### config.mk
export PLATFORM = sky130hd
export DESIGN_NAME = cam_power_seq
export DESIGN_NICKNAME = d
export VERILOG_FILES = /design/src/rtl/cam_pwr_pkg.sv /design/src/rtl/sync_2ff.sv /design/src/rtl/cam_power_seq.sv
export SDC_FILE = /design/constraint.sdc
export NUM_CORES = 1
export LEC_CHECK = 0
export CAP_MARGIN = 20
export CORE_MARGIN = 1.5
export CORE_UTILIZATION = 60
export CTS_BUF_LIST = sky130_fd_sc_hd__clkbuf_8
export CTS_CLUSTER_SIZE = 20
export DETAILED_ROUTE_END_ITERATION = 10
export PLACE_DENSITY = 0.81
export SETUP_SLACK_MARGIN = 0.02
export SLEW_MARGIN = 15
export SYNTH_ARGS = -nofsm -noshare
export SYNTH_HDL_FRONTEND = slang
export SYNTH_SLANG_ARGS = --single-unit
### constraint.sdc
create_clock -name sys_clk -period 5.46 [get_ports sys_clk]
set_input_delay 0.819 -clock sys_clk [delete_from_list [all_inputs] [get_ports sys_clk]]
set_output_delay 0.819 -clock sys_clk [all_outputs]
set_load 0.02 [all_outputs]
### src/rtl/cam_pwr_pkg.sv
// Shared definitions for the camera power sequencer: state encodings and
// elaboration-time helpers for converting microsecond timings to cycles.
package cam_pwr_pkg;

    typedef enum logic [2:0] {
        ST_OFF       = 3'd0,
        ST_PWDN_WAIT = 3'd1,
        ST_RST_WAIT  = 3'd2,
        ST_INIT_WAIT = 3'd3,
        ST_READY     = 3'd4,
        ST_SHUTDOWN  = 3'd5
    } cam_state_t;

    // freq must be a whole number of MHz, so the division is exact.
    function automatic int us_to_cyc(input int freq, input int us);
        return (freq / 1_000_000) * us;
    endfunction

    function automatic int cnt_width(input int max_cycles);
        return $clog2(max_cycles) + 1;
    endfunction

endpackage

### src/rtl/sync_2ff.sv
// Two-flop synchroniser for a single slow asynchronous level (switches, enables).
// Both flops clear to 0 on reset.
module sync_2ff (
    input  logic sys_clk,
    input  logic sys_rst_n,
    input  logic d,
    output logic q
);

    logic meta;

    always_ff @(posedge sys_clk or negedge sys_rst_n) begin
        if (!sys_rst_n) begin
            meta <= 1'b0;
            q    <= 1'b0;
        end else begin
            meta <= d;
            q    <= meta;
        end
    end

endmodule

### src/rtl/cam_power_seq.sv
// Power-up / power-down sequencer for an OV5640-class sensor: orders XCLK,
// PWDN and RESET_N with programmable holds and reports readiness.
module cam_power_seq
    import cam_pwr_pkg::*;
#(
    parameter int CLK_FREQ_HZ = 50_000_000,
    parameter int T_PWDN_US   = 6000,
    parameter int T_RST_US    = 2000,
    parameter int T_INIT_US   = 21000,
    parameter int T_OFF_US    = 1000
) (
    input  logic       sys_clk,
    input  logic       sys_rst_n,
    input  logic       pwr_en,
    input  logic       soft_restart,
    output logic       cam_pwdn,
    output logic       cam_rst_n,
    output logic       xclk_en,
    output logic       power_done,
    output logic       busy,
    output logic [2:0] state_o
);

    localparam int CYC_PWDN = us_to_cyc(CLK_FREQ_HZ, T_PWDN_US);
    localparam int CYC_RST  = us_to_cyc(CLK_FREQ_HZ, T_RST_US);
    localparam int CYC_INIT = us_to_cyc(CLK_FREQ_HZ, T_INIT_US);
    localparam int CYC_OFF  = us_to_cyc(CLK_FREQ_HZ, T_OFF_US);

    localparam int CYC_MAX_A = (CYC_PWDN > CYC_RST)  ? CYC_PWDN : CYC_RST;
    localparam int CYC_MAX_B = (CYC_INIT > CYC_OFF)  ? CYC_INIT : CYC_OFF;
    localparam int CYC_MAX   = (CYC_MAX_A > CYC_MAX_B) ? CYC_MAX_A : CYC_MAX_B;
    localparam int CNT_W     = cnt_width(CYC_MAX);

    localparam logic [CNT_W-1:0] LAST_PWDN = CNT_W'(CYC_PWDN - 1);
    localparam logic [CNT_W-1:0] LAST_RST  = CNT_W'(CYC_RST - 1);
    localparam logic [CNT_W-1:0] LAST_INIT = CNT_W'(CYC_INIT - 1);
    localparam logic [CNT_W-1:0] LAST_OFF  = CNT_W'(CYC_OFF - 1);

    cam_state_t       state_q;
    cam_state_t       state_d;
    logic [CNT_W-1:0] cnt_q;
    logic [CNT_W-1:0] cnt_d;
    logic             pen;
    logic             pwdn_d;
    logic             rst_n_d;
    logic             xclk_d;
    logic             done_d;
    logic             busy_d;

    sync_2ff u_pen_sync (
        .sys_clk   (sys_clk),
        .sys_rst_n (sys_rst_n),
        .d         (pwr_en),
        .q         (pen)
    );

    always_ff @(posedge sys_clk or negedge sys_rst_n) begin
        if (!sys_rst_n) begin
            state_q    <= ST_OFF;
            cnt_q      <= '0;
            cam_pwdn   <= 1'b1;
            cam_rst_n  <= 1'b0;
            xclk_en    <= 1'b0;
            power_done <= 1'b0;
            busy       <= 1'b0;
        end else begin
            state_q    <= state_d;
            cnt_q      <= cnt_d;
            cam_pwdn   <= pwdn_d;
            cam_rst_n  <= rst_n_d;
            xclk_en    <= xclk_d;
            power_done <= done_d;
            busy       <= busy_d;
        end
    end

    // Dropping pen is checked before any timeout so it wins a same-cycle tie.
    always_comb begin
        state_d = state_q;
        case (state_q)
            ST_OFF: begin
                if (pen) state_d = ST_PWDN_WAIT;
            end
            ST_PWDN_WAIT: begin
                if (!pen)                    state_d = ST_OFF;
                else if (cnt_q == LAST_PWDN) state_d = ST_RST_WAIT;
            end
            ST_RST_WAIT: begin
                if (!pen)                   state_d = ST_SHUTDOWN;
                else if (cnt_q == LAST_RST) state_d = ST_INIT_WAIT;
            end
            ST_INIT_WAIT: begin
                if (!pen)                    state_d = ST_SHUTDOWN;
                else if (cnt_q == LAST_INIT) state_d = ST_READY;
            end
            ST_READY: begin
                if (!pen || soft_restart) state_d = ST_SHUTDOWN;
            end
            ST_SHUTDOWN: begin
                if (cnt_q == LAST_OFF) state_d = ST_OFF;
            end
            default: state_d = ST_OFF;
        endcase
    end

    // Counter restarts on every state entry and idles at zero in untimed states.
    always_comb begin
        cnt_d = cnt_q + 1'b1;
        if ((state_d != state_q) || (state_q == ST_OFF) || (state_q == ST_READY)) begin
            cnt_d = '0;
        end
    end

    // Outputs decode the next state so the registered pins change with state_q.
    always_comb begin
        pwdn_d  = 1'b1;
        rst_n_d = 1'b0;
        xclk_d  = 1'b0;
        done_d  = 1'b0;
        busy_d  = 1'b0;
        case (state_d)
            ST_PWDN_WAIT: begin
                xclk_d = 1'b1;
                busy_d = 1'b1;
            end
            ST_RST_WAIT: begin
                pwdn_d = 1'b0;
                xclk_d = 1'b1;
                busy_d = 1'b1;
            end
            ST_INIT_WAIT: begin
                pwdn_d  = 1'b0;
                rst_n_d = 1'b1;
                xclk_d  = 1'b1;
                busy_d  = 1'b1;
            end
            ST_READY: begin
                pwdn_d  = 1'b0;
                rst_n_d = 1'b1;
                xclk_d  = 1'b1;
                done_d  = 1'b1;
            end
            ST_SHUTDOWN: begin
                pwdn_d = 1'b0;
                xclk_d = 1'b1;
                busy_d = 1'b1;
            end
            default: ;
        endcase
    end

    assign state_o = state_q;

endmodule

; ---- Word level (Yosys, flattened, before mapping)
; Cells that the tools add are included.
[totals]
register_bits = 32
latchBits = 0
mem_bits_rw = 0
romBits = 0
input_bits = 4
output_inout_bits = 8
word_cells = 50
mem_count = 0
[op_classes]
addsub = 1
mul = 0
n_div = 0
n_lt_le_gt_ge = 0
eq_ne = 15
shifts = 0
muxes = 16
n_bitwise = 0
n_reduce_logical = 9
[ops]
columns = op, count
row1 = 2-to-1 mux 3 bit, 9
row2 = adder 22 x 1 -> 22 bit (second input constant), 1
row3 = == test 22 x 16 -> 1 bit (second input constant), 1
row4 = == test 22 x 17 -> 1 bit (second input constant), 1
row5 = == test 22 x 19 -> 1 bit (second input constant), 1
row6 = == test 22 x 21 -> 1 bit (second input constant), 1
row7 = 2-to-1 mux 22 bit, 1
row8 = case mux 3 bit (6 select lines), 1
row9 = == test 3 x 2 -> 1 bit (second input constant), 4
row10 = == test 3 bit (second input constant), 4
row11 = OR reduction 4 bit, 2
row12 = == test 3 x 1 -> 1 bit (second input constant), 2
row13 = 2-to-1 mux 1 bit, 5
row14 = OR reduction 5 bit, 1
row15 = logical NOT 3 bit, 1
row16 = logical OR 1 bit, 3
row17 = inequality test 3 bit, 1
row18 = OR reduction 2 bit, 1
row19 = logical NOT 1 bit, 1

; ---- Depth between registers and ports, before layout
[depth]
word_depth = 8
mapped_depth = 8
mapped_depth_nobuf = 8

; ---- Modules after synthesis
; From an unflattened synthesis, not the netlist that was laid out.
[unflattened]
cells_unflattened = 162
area_unflattened_um2 = 1651.6
[modules_own_cells]
columns = module, instances, cells_each, area_per_inst_um2, seq_area_each_um2
row1 = cam_power_seq, 1, 160, 1601.5, 752.0
row2 = sync_2ff, 1, 2, 50.0, 50.0

; ---- Worst setup path after synthesis
; Ideal clock, no wire load.
[synth_timing]
path_type = reg2reg
startpoint = register cnt_q[5]
endpoint = register cnt_q[13]
setup_ns = 0.119
arrival_time_ns = 2.157
required_time_ns = 5.341
setup_slack_ns = 3.184
path_stages_with_launch = 8
path_buffers = 1
synth_period_minus_slack_ns = 2.276
path_cell_list = dfrtp_1 > or4_4 > nor4_2 > a311oi_1 > or3_1 > o221ai_2 > buf_6 > nor2_1
[synth_via]
elab_chain_len = 8
word_cells_on_any_way = 17
classes_between = add/sub (1) / eq/ne (5) / mux (9) / reduce/logical (2)
[synth_lines]
columns = element, line_no
row1 = from (decl), cam_power_seq.sv:41  ; logic [CNT_W-1:0] cnt_q;
row2 = from (signal assigned), cam_power_seq.sv:68  ; cnt_q <= cnt_d;
row3 = == test 22 x 21 -> 1 bit (tied with other cells), cam_power_seq.sv:94  ; else if (cnt_q == LAST_INIT) state_d = ST_READY;
row4 = 2-to-1 mux 3 bit (on tied branches), "cam_power_seq.sv:94, cam_power_seq.sv:86, cam_power_seq.sv:90"
row5 = 2-to-1 mux 3 bit (on tied branches), "cam_power_seq.sv:93, cam_power_seq.sv:85, cam_power_seq.sv:89"
row6 = case mux 3 bit (6 select lines), cam_power_seq.sv:80  ; case (state_q)
row7 = inequality test 3 bit, cam_power_seq.sv:109  ; if ((state_d != state_q) || (state_q == ST_OFF) || (state_q == ST_READY)) begin
row8 = logical OR 1 bit (2 in series), cam_power_seq.sv:109
row9 = 2-to-1 mux 22 bit *, cam_power_seq.sv:109
row10 = via cnt_d[13], cam_power_seq.sv:42  ; logic [CNT_W-1:0] cnt_d;
; Mark *: on every way through the listed nets, which the timed path passes. The rest lies on a longest branch.

; ---- Worst setup path in the final report
[layout_timing]
startpoint = register cnt_q[5]
endpoint = register cnt_q[5]
; The elaborated chain is that of the path after synthesis.

==> metrics.md <==
| Metric | Value |
|---|---|
| Internal power | 0.3617 mW |
| Clock Power Share | 41.9% |
| CTS Sinks | 32 |
| Delay-heaviest family, CP | simple AND/OR/NAND/NOR gates |
| Share of layout cells above drive strength 1 | 6.952% |
| Final count of hold timing violations | 0 |
| Synth area leader | dfrtp_1 |
| Worst VDD drop | 0.2157 mV |
| Max cap viols | 0 |
| First-pass GRT wire length | 5816 um |
| DRC | 0 |
| Post-synthesis sequential area ratio | 48.12% |
| Initial core utilization | 65.49% |
| RSZ-0062 raised after global routing | false |
| Design area | 1877 um^2 |
| Post-Place Setup Slack | 2.565 ns |
| Synth top cells by count | 32 x nor2_1, 31 x dfrtp_1, 14 x nand2_1 |
| Layout area overhead | 12.61% |
| Setup TNS Final | 0 ns |
| EDFF count, synth | 0 |
| Via-to-Cell Ratio | 6.157 |
| Main synth FF type | dfrtp_1 |
| Tcrit/Tclk final | 53.10% |
| Core area | 2545 um^2 |
| # rows | 18 |
| Slew at the pin closest to its max-slew limit | 0.9934 ns |
| Worst hold path type | flip-flop to flip-flop |
| P_sw | 0.09715 mW |
| Avg Cell Area, Syn | 9.523 um^2 |
| Status | finished clean |
| DP Area | 1777 um^2 |
| Initial DRC count | 49 |
| CTS resizes | 0 |
| GRT Resource Usage Total | 23.98% |
| Async SR Flop Fraction | 100.0% |
| Critical path capture point type | flip-flop |
| Critical Path AT | 3.02 ns |
| Final wirelength | 3407 um |
| Setup Skew | 0.004872 ns |
| Clock-pin transition on the worst setup and hold timing paths | 0.06 ns |
| Proportion of power drawn by combinational gates | 4.9% |
| IO Pins | 12 |
| Routed len/inst | 15.70 um |
| Global Route met3 Usage | 5.116% |
| Max Freq | 344.9 MHz |
| Fin. max-slew vios | 0 |
| Worst setup margin | 2.561 ns |
| CP max stage delay | 0.76 ns |
| WP buf/inv | 0 |
| Critical-path top delay cell | o221ai_2 |
| Cell with the most instances after synthesis | nor2_1 |
| Clock H-tree levels | 2 |
| Initial antenna violation count | 0 |
| GR Util met1 | 29.71% |
| Clock Tree Root | clkbuf_8 |
| Sequential share of power | 53.2% |
| Final nets | 191 |
| Worst Path Required | 5.58 ns |
| LEAKAGE | 0.7550 nW |
| Crit start category | flip-flop |
| Slew headroom | 33.78% |
| PD cells | 244.5 nW/um^2 |
| Vias in the first global route | 1293 |
| Layout Cells excl Fill | 217 |
| Pre-antenna DRT Iters | 4 |
| Worst-path fanout max | 22 |
| Fillers | 189 |
| Synth Cell Area | 1667 um^2 |
| Final setup vio count | 0 |
| Yosys warns | 0 |
| Mapped Cells | 175 |
| Clk_lat worst skew | 0.28 ns |
| N_diodes | 0 |
| Yosys top cell area share | 46.55% |
| Via count | 1336 |
| Dpl cells | 209 |
| Cell variety after synth | 38 |
| Die ar. | 3103 um^2 |
| DIE WIDTH | 55.71 um |
| CP cell instances | or4_4, nor4_2, a311oi_1, or3_1, o221ai_2, nor2_1 |
| Tmin final | 2.899 ns |
| Cts-stage hold buffer count | 0 |
| Chip Height | 55.71 um |
| Final antenna-violating net count | 0 |
| Hold WS | 0.3535 ns |
| Syn Nets | 180 |
| Most Used Layer, Global Route | met2 |
| Total grt overflow | 0 |
| Post-CTS setup buffers | 0 |
| Flop and latch count out of synthesis | 32 |
| Most area-consuming cells after synthesis | dfrtp_1 47%, nor2_1 7.2%, xor2_1 6.3% |
| Crit Path Class | flip-flop to flip-flop |
| Clock buffer depth | 2 |
| Detail Placement HPWL | 2430 um |
| Net Sw Frac | 21.17% |
| PortBufs | 11 |
| Routability congestion estimate | 0.9337 |
| Largest net degree at the start of global routing | 33 |
| CTS Buf Count | 5 |
| CTS tree | yes |
| M2 GR Usage | 40.99% |
## flip-flops by register name, summed over array words and instances, names as in the netlist
signal,cells
busy,1
cam_pwdn,1
xclk_en,1
power_done,1
u_pen_sync.meta,1
u_pen_sync.q,1
cnt_q,22
state_o,3
cam_rst_n,1
## final cells by class
| class | count | area (um^2) | share of cell area, % |
|---|---|---|---|
| flip-flops and latches | 32 | 802.0 | 42.73 |
| multi-input cells | 128 | 793.3 | 42.27 |
| repair buffers | 12 | 117.6 | 6.267 |
| clock buffers | 7 | 96.34 | 5.133 |
| well taps | 30 | 37.54 | 2.000 |
| inverters | 7 | 26.28 | 1.400 |
| clock inverters | 1 | 3.754 | 0.2000 |
## power by group through the flow
stage / clock (mW) / sequential [mW] / combinational, mW
6_report: 0.192 / 0.244 / 0.0226
5_1_grt: 0.207 / 0.244 / 0.0252
4_1_cts: 0.195 / 0.244 / 0.0232
3_5_place_dp: 0 / 0.248 / 0.0233
3_3_place_gp: 0 / 0.248 / 0.0219
2_1_floorplan: 0 / 0.248 / 0.0129
## cells by family after synthesis
group                    share of synthesized area, %
AND/OR/NAND/NOR                                 30.78
flip-flops                                      48.12
XOR/XNOR                                        10.51
buffers and inverters                           4.279
AO/OA/AOI/OAI                                   4.955
multiplexers                                   0.6006
adder cells (fa/ha/maj)                        0.7506
## stage by stage
stage,power [mW],utilization [%]
finish,0.4588,73.75
global route,0.4767,73.75
CTS,0.4620,73.75
detailed placement,0.2716,69.81
global placement,0.2700,69.81
floorplan,0.2613,-
## layer usage
metal  wire length [um]  vias up
met2               1703       53
li1                   -      625
met5                  0        -
met3                231       13
met1               1403      645
met4                 68        0
## placed cells by master (no fill, tap or decap), types with 2 or more instances in the layout
master	netlist	final
nor4_1	3	3
or3_1	2	2
inv_1	7	8
dfrtp_1	31	31
nand2_1	14	14
nand2b_1	4	4
a31oi_1	2	2
nor2_1	32	32
nand3_1	12	12
clkbuf_8	0	7
nor4_2	2	2
and3_1	4	4
or4_1	2	2
and4_1	2	2
a311oi_1	2	2
nor3_1	5	5
nor2b_1	2	2
nand4_1	4	4
xnor2_1	8	8
xor2_1	12	12
clkdlybuf4s50_1	0	11
## final timing paths
path,startpoint,to,slack [ns],depth (start not counted)
hold / removal,u_pen_sync.meta,u_pen_sync.q,0.35,0
max in group asynchronous,sys_rst_n,cam_pwdn,4.19,2
setup / recovery,cnt_q[5],cnt_q[5],2.56,6
min in group asynchronous,sys_rst_n,cnt_q[1],0.95,2
setup reg to reg,cnt_q[5],cnt_q[5],2.56,6
hold reg to reg,u_pen_sync.meta,u_pen_sync.q,0.35,0
(Power assumes the default switching activity.)
